--- src/rtl/chunked_adder_ctrl_pkg.sv ---
// chunked_adder_ctrl_pkg: shared state encoding and chunking helpers for multi-cycle arithmetic controllers
package chunked_adder_ctrl_pkg;
    typedef enum logic [1:0] {IDLE = 2'd0, RUN = 2'd1, DONE = 2'd2} state_t;
    function automatic int chunks(int w, int c);
        return w / c;
    endfunction
    function automatic bit width_ok(int w, int c);
        return c > 0 && w >= c && w % c == 0;
    endfunction
    function automatic int cnt_w(int n);
        return n > 1 ? $clog2(n) : 1;
    endfunction
endpackage

--- src/rtl/chunked_adder_ctrl_full_adder.sv ---
// full_adder: parameterised WIDTH-bit adder slice
// Ports: A, B (WIDTH) operands; Cin carry in; S (WIDTH) sum; Cout carry out of MSB.
module full_adder #(
    parameter int WIDTH = 4
) (
    input  logic [WIDTH-1:0] A,
    input  logic [WIDTH-1:0] B,
    input  logic             Cin,
    output logic [WIDTH-1:0] S,
    output logic             Cout
);
    assign {Cout, S} = (WIDTH+1)'(A) + (WIDTH+1)'(B) + (WIDTH+1)'(Cin);
endmodule

--- src/rtl/chunked_adder_ctrl.sv ---
// chunked_adder_ctrl: WIDTH-bit add done COUNT bits per cycle through one shared full_adder slice
// Ports: clk, rst (async, active-high); start/ready/busy/done handshake; A, B, Cin operands
// captured on the accepting edge; S, Cout registered result held until the next completion.
// Optional macro ADDSUB_SUB_EN adds input sub: when 1, computes A-B (Cout=1 means no borrow).
module chunked_adder_ctrl
    import chunked_adder_ctrl_pkg::*;
#(
    parameter int COUNT = 4,
    parameter int WIDTH = 16
) (
    input  logic             clk,
    input  logic             rst,
    input  logic             start,
    input  logic [WIDTH-1:0] A,
    input  logic [WIDTH-1:0] B,
    input  logic             Cin,
`ifdef ADDSUB_SUB_EN
    input  logic             sub,
`endif
    output logic             ready,
    output logic             busy,
    output logic             done,
    output logic [WIDTH-1:0] S,
    output logic             Cout
);
    localparam int CHUNKS = chunks(WIDTH, COUNT);
    localparam int CW     = cnt_w(CHUNKS);

    if (!width_ok(WIDTH, COUNT)) begin : g_width_check
        $error("chunked_adder_ctrl: WIDTH must be a positive multiple of COUNT");
    end

    state_t           r_state, w_next;
    logic [WIDTH-1:0] r_opa, r_opb, r_partial, r_s;
    logic [CW-1:0]    r_cnt;
    logic             r_carry, r_cout;
    logic [COUNT-1:0] w_slice_s;
    logic             w_slice_c, w_last;
    logic [WIDTH-1:0] w_partial, w_b_in;
    logic             w_c_in;

`ifdef ADDSUB_SUB_EN
    // Subtraction as A + ~B + 1.
    assign w_b_in = sub ? ~B : B;
    assign w_c_in = sub ? 1'b1 : Cin;
`else
    assign w_b_in = B;
    assign w_c_in = Cin;
`endif

    full_adder #(.WIDTH(COUNT)) u_slice (
        .A    (r_opa[COUNT-1:0]),
        .B    (r_opb[COUNT-1:0]),
        .Cin  (r_carry),
        .S    (w_slice_s),
        .Cout (w_slice_c)
    );

    // Slice result enters at the MSB end; after CHUNKS shifts chunk 0 sits at the LSB.
    // Written as a wide shift so WIDTH==COUNT needs no special case.
    assign w_partial = WIDTH'({w_slice_s, r_partial} >> COUNT);
    assign w_last    = r_cnt == CW'(CHUNKS - 1);

    always_ff @(posedge clk or posedge rst) begin
        if (rst) r_state <= IDLE;
        else     r_state <= w_next;
    end

    always_comb begin
        w_next = r_state == IDLE ? (start ? RUN : IDLE) :
                 r_state == RUN  ? (w_last ? DONE : RUN) : IDLE;
        ready  = r_state == IDLE;
        busy   = r_state == RUN;
        done   = r_state == DONE;
    end

    always_ff @(posedge clk or posedge rst) begin
        if (rst) begin
            r_opa     <= '0;
            r_opb     <= '0;
            r_carry   <= 1'b0;
            r_cnt     <= '0;
            r_partial <= '0;
            r_s       <= '0;
            r_cout    <= 1'b0;
        end else if (r_state == IDLE && start) begin
            r_opa     <= A;
            r_opb     <= w_b_in;
            r_carry   <= w_c_in;
            r_cnt     <= '0;
            r_partial <= '0;
        end else if (r_state == RUN) begin
            r_partial <= w_partial;
            r_opa     <= r_opa >> COUNT;
            r_opb     <= r_opb >> COUNT;
            r_carry   <= w_slice_c;
            r_cnt     <= r_cnt + CW'(1);
            if (w_last) begin
                r_s    <= w_partial;
                r_cout <= w_slice_c;
            end
        end
    end

    assign S    = r_s;
    assign Cout = r_cout;
endmodule

--- config.mk ---
export PLATFORM = sky130hd
export DESIGN_NAME = chunked_adder_ctrl
export DESIGN_NICKNAME = d
export VERILOG_FILES = /design/src/rtl/chunked_adder_ctrl_pkg.sv /design/src/rtl/chunked_adder_ctrl_full_adder.sv /design/src/rtl/chunked_adder_ctrl.sv
export SDC_FILE = /design/constraint.sdc
export NUM_CORES = 1
export LEC_CHECK = 0
export BUFFER_PORTS_ARGS = -buffer_cell sky130_fd_sc_hd__buf_2
export CAP_MARGIN = 20
export CELL_PAD_IN_SITES_DETAIL_PLACEMENT = 0
export CELL_PAD_IN_SITES_GLOBAL_PLACEMENT = 1
export CORE_MARGIN = 2
export CORE_UTILIZATION = 41
export CTS_BUF_LIST = sky130_fd_sc_hd__clkbuf_8
export CTS_CLUSTER_SIZE = 24
export DETAILED_ROUTE_END_ITERATION = 10
export GPL_TIMING_DRIVEN = 0
export PLACE_DENSITY = 0.87
export SLEW_MARGIN = 20
export SYNTH_ARGS = -nofsm -noshare
export SYNTH_HDL_FRONTEND = slang
export SYNTH_HIERARCHICAL = 1
export SYNTH_SLANG_ARGS = --single-unit
--- constraint.sdc ---
create_clock -name clk -period 1.9 [get_ports clk]
set_input_delay 0.38 -clock clk [delete_from_list [all_inputs] [get_ports clk]]
set_output_delay 0.38 -clock clk [all_outputs]
set_load 0.01 [all_outputs]
# After elaboration in Yosys (flattened, before gate mapping)
# Index checks and enable logic that the tools add are counted.
dict set report totals {
  regBits 70
  input_bits 36
  wordCells 33
}
dict set report op_classes {
  add_sub_neg 3
  n_eq_ne 3
  mux 14
  bitwise 1
  reduce_logical 4
}
# operator count
set op_table {}
lappend op_table {{$mux 16} 6}
lappend op_table {{$mux 2} 5}
lappend op_table {{$add 4x4->5} 1}
lappend op_table {{$add 5x1->5} 1}
lappend op_table {{$eq 2x2->1 const B} 2}
lappend op_table {{$mux 1} 3}
lappend op_table {{$reduce_and 3->1} 1}
lappend op_table {{$add 2x1->2 const B} 1}
lappend op_table {{$eq 2x1->1 const B} 1}
lappend op_table {{$logic_not 2->1} 1}
lappend op_table {{$reduce_bool 2->1} 1}
lappend op_table {{$logic_and 1x1->1} 1}
lappend op_table {{$not 1->1} 1}

# Depth between registers and ports, before layout
dict set report logic_depth {
  depth_word 4
  ltp_mapped 8
  depth_no_buf 8
}

# Cells and area by module
# The synthesis kept the hierarchy.
# module n_inst cells_each area_per_inst_um2 seq_area_each_um2
set modules_own_cells {}
lappend modules_own_cells {chunked_adder_ctrl 1 229 2874.0 1651.6}
lappend modules_own_cells {full_adder 1 16 143.9 0.0}

# Worst setup path after synthesis
# Ideal clock, no wire load.
dict set report synth_timing {
  path_type {reg-to-reg}
  start {register r_opa[0]}
  end {register r_cout, in the netlist Cout}
  arrival_ps 1561
  slack_ps 214
  stages_incl_launch_ff 8
  path_buffers 0
  path_cell_list {dfrtp_1 fa_1 inv_1 fa_1 nor2b_1 o21ai_0 nand2b_1 mux2_2}
}
dict set report synth_via {
  elab_chain_cells 2
}
# element line_no
set synth_rtl {}
lappend synth_rtl {{start: declaration} chunked_adder_ctrl.sv:34} ;# logic [WIDTH-1:0] r_opa, r_opb, r_partial, r_s;
lappend synth_rtl {{start signal: assignment} chunked_adder_ctrl.sv:94} ;# r_opa <= r_opa >> COUNT;
lappend synth_rtl {{$add 4x4->5} chunked_adder_ctrl_full_adder.sv:12} ;# assign {Cout, S} = (WIDTH+1)'(A) + (WIDTH+1)'(B) + (WIDTH+1)'(Cin);
lappend synth_rtl {{$add 5x1->5} chunked_adder_ctrl_full_adder.sv:12}
lappend synth_rtl {{named net w_slice_c} chunked_adder_ctrl.sv:38} ;# logic w_slice_c, w_last;
lappend synth_rtl {{end signal: assignment} chunked_adder_ctrl.sv:100} ;# r_cout <= w_slice_c;
lappend synth_rtl {{end: declaration} chunked_adder_ctrl.sv:36} ;# logic r_carry, r_cout;
# The timed path passes the listed nets, and every way through them passes these cells.
# A chain may end at the register's enable or synchronous reset.

# Worst setup path in the final report
dict set report layout_timing {
  start {register r_state[0]}
  end {output ready}
}
dict set report layout_via {
  elab_chain_cells 1
}
# element line_no
set layout_rtl {}
lappend layout_rtl {{start: declaration} chunked_adder_ctrl.sv:33} ;# state_t r_state, w_next;
lappend layout_rtl {{start signal: assignment} chunked_adder_ctrl.sv:66} ;# else r_state <= w_next;
lappend layout_rtl {{$logic_not 2->1} chunked_adder_ctrl.sv:72} ;# ready = r_state == IDLE;
lappend layout_rtl {{end: declaration} chunked_adder_ctrl.sv:20} ;# output logic ready,
# No other way between the ends.

==> run summary <==
WP buf/inv -> 3
Ports -> 56
Cell Area, Synth -> 3020 sq um
initial core utilization -> 0.421
Tightest Pin Transition -> 766 ps
CP delay by family, top -> flip-flops
RSZ-0062 raised after global routing -> no
clk_skew -> 10.1 ps
port bufs -> 55
Antenna diodes -> 0
worst reg-to-reg setup slack -> 140 ps
status -> completed
CTS tree -> done
syn avg cell area -> 12.3 sq um
CTS H-tree depth -> 3
Max Fclk -> 0.549 GHz
Data arrival, critical path -> 1440 ps
root buffer cell -> clkbuf_8
Cell Chain, Critical Path -> or2_2 -> buf_2 -> inv_2 -> buf_2
Area Overhead vs Synth -> 21.0%
Cell Pwr Density -> 1820 nW/um^2
Critical Path Sink Type -> output port
Worst Path Required -> 1520 ps
clock transition at the registers of the reported paths -> 70 ps
Die Wd -> 89.8 microns
Peak supply drop -> 0.651 mV
final wirelength -> 6200 microns
synthesis-stage register bit count -> 66
crit path max fanout -> 6
Hold WS -> 164 ps
beginning of the worst register-to-register path -> r_opb[0]
Slew headroom -> 0.488
final worst path period share -> 0.958
sequential area share after synthesis -> 0.547
core area -> 7180 sq um
largest net degree at the start of global routing -> 35
final number of setup-violating endpoints -> 0
Post-route DRC -> 0
RePlAce Congestion -> 0.796
reg2reg end -> r_carry
WS Path Type -> flop to output port
first-pass GRT wire length -> 10800 microns
Max Cap Violations -> 0
worst min path class -> input pin to asynchronous set/reset pin
DIE AREA -> 8060 sq um
number of global-route vias before repair -> 2183
Synth Warn # -> 6
Die H -> 89.8 microns
nets -> 354
1st-iter DRT viols -> 208
CP max stage cell -> dfrtp_2
dpl hpwl -> 4470 microns
GRT overflow -> 0
gr usage total -> 0.167
final max-slew violation count -> 0
vias -> 2174
initial antenna violation count -> 0
remaining antenna violation count -> 0
final hold vios -> 0
CTS Buf Count -> 9
setup tns final -> 0 ps
Crit path top cell by count -> buf_2
Critical Path Source Type -> flop
share of layout cells above drive strength 1 -> 0.375
synth unique cells -> 31
fin crit period -> 1820 ps
via/cell ratio -> 5.23
Post-Syn Instances -> 245
CP peak stage delay -> 440 ps
Cell Rows -> 31
syn nets -> 287
Longest Clk Path Bufs -> 2
DR WL/cell -> 14.9 microns
Reg2Reg Depth -> 8
Leak Pwr -> 1.85 nW
worst skew pair latency -> 340 ps
clk sinks -> 66
drt pass-1 iters -> 6
-- worst max path at each step --
stage                     cells after the start  endpoint  startpoint  slack [ps]
after floorplan                               7      Cout    r_opa[0]         210
after global placement                        7      Cout    r_opa[0]         100
after detailed placement                      7      Cout    r_opa[0]          90
after CTS                                     4     ready  r_state[0]          10
after global routing                          8   r_carry    r_opb[0]           2
final                                         4     ready  r_state[0]          80
-- per-stage QoR --
step	area (sq um)	utilization	power [mW]	cells	worst slack (ps)
2_1_floorplan	3020	-	4.69	245	214
3_3_place_gp	3420	0.477	5.36	399	101
3_5_place_dp	3440	0.480	5.48	400	88.6
4_1_cts	3650	0.508	6.68	416	11.6
5_1_grt	3650	0.509	7.17	416	1.93
6_report	3650	0.509	6.65	416	79.2
-- cells in the mapped netlist --
library cell,count,share of area
a21oi_1,1,0.0017
mux2_4,9,0.045
a222oi_1,22,0.073
nor2b_1,2,0.0041
or2_2,2,0.0041
ha_1,4,0.017
clkbuf_8,2,0.0091
nor4b_1,3,0.0087
buf_4,1,0.0025
nand3b_4,1,0.0066
and2b_4,1,0.0033
xnor2_1,2,0.0058
a22o_1,13,0.038
o221ai_1,5,0.015
nor2_1,22,0.027
inv_1,38,0.047
mux2_2,9,0.034
a32o_1,3,0.010
a21oi_2,1,0.0029
buf_2,7,0.012
nor3b_1,3,0.0075
buf_6,8,0.030
o21bai_4,1,0.0062
dfrtp_1,66,0.55
nand2_1,10,0.012
fa_1,2,0.013
a21o_1,1,0.0025
o21ai_0,1,0.0017
nand2b_1,1,0.0021
a211oi_1,3,0.0075
nor2b_4,1,0.0046
-- layout make-up --
type / count / area [sq um]
flip-flops and latches: 66 / 1650
clock inverters: 5 / 53.8
inverters: 38 / 146
multi-input cells: 123 / 1070
fillers: 651 / 3520
repair buffers: 57 / 303
well taps: 99 / 124
clock buffers: 11 / 151
plain buffers: 17 / 153
-- kinds of logic after synthesis --
kind of cell / Yosys count / synth area share
AND/OR/NAND/NOR: 46 / 0.0808
multiplexers: 18 / 0.0784
buffers and inverters: 56 / 0.100
XOR/XNOR: 2 / 0.00581
flip-flops: 66 / 0.547
adder cells (fa/ha/maj): 6 / 0.0299
AO/OA/AOI/OAI: 51 / 0.158
-- sequential cells by signal, indices dropped and copies added (netlist names) --
signal and flops:
r_partial 12, r_opb 16, r_state 2, r_carry 1, Cout 1, r_opa 16
r_cnt 2, S 16
-- metal layers --
metal	vias to the layer above	global-route usage	routed length (microns)
met4	0	0.0462	94
met2	81	0.248	2810
met3	9	0.0570	390
met1	1073	0.234	2900
met5	-	0	0
li1	1011	-	-
-- cells in the final DEF (no fill, tap or decap), drive strengths merged, types with 5 or more instances in the layout --
cell type / count
nand2: 10
buf: 72
mux2: 18
a22o: 13
o221ai: 5
inv: 38
dfrtp: 66
nor2: 22
a222oi: 22
clkbuf: 13
-- where the power goes --
part / total [mW] / leakage (nW) / internal [mW] / switching (mW)
Sequential: 2.40 / 0.816 / 2.06 / 0.342
Combinational: 3.06 / 0.928 / 1.57 / 1.49
Clock: 1.19 / 0.103 / 0.670 / 0.523
-- timing repair --
item | 4_1_cts | 5_1_grt
resized for setup | 0 | 4
buffers inserted | 0 | 1
hold buffers | 0 | 0
setup endpoints to repair | 0 | 3
No activity file was read; power rests on OpenSTA's default activity.
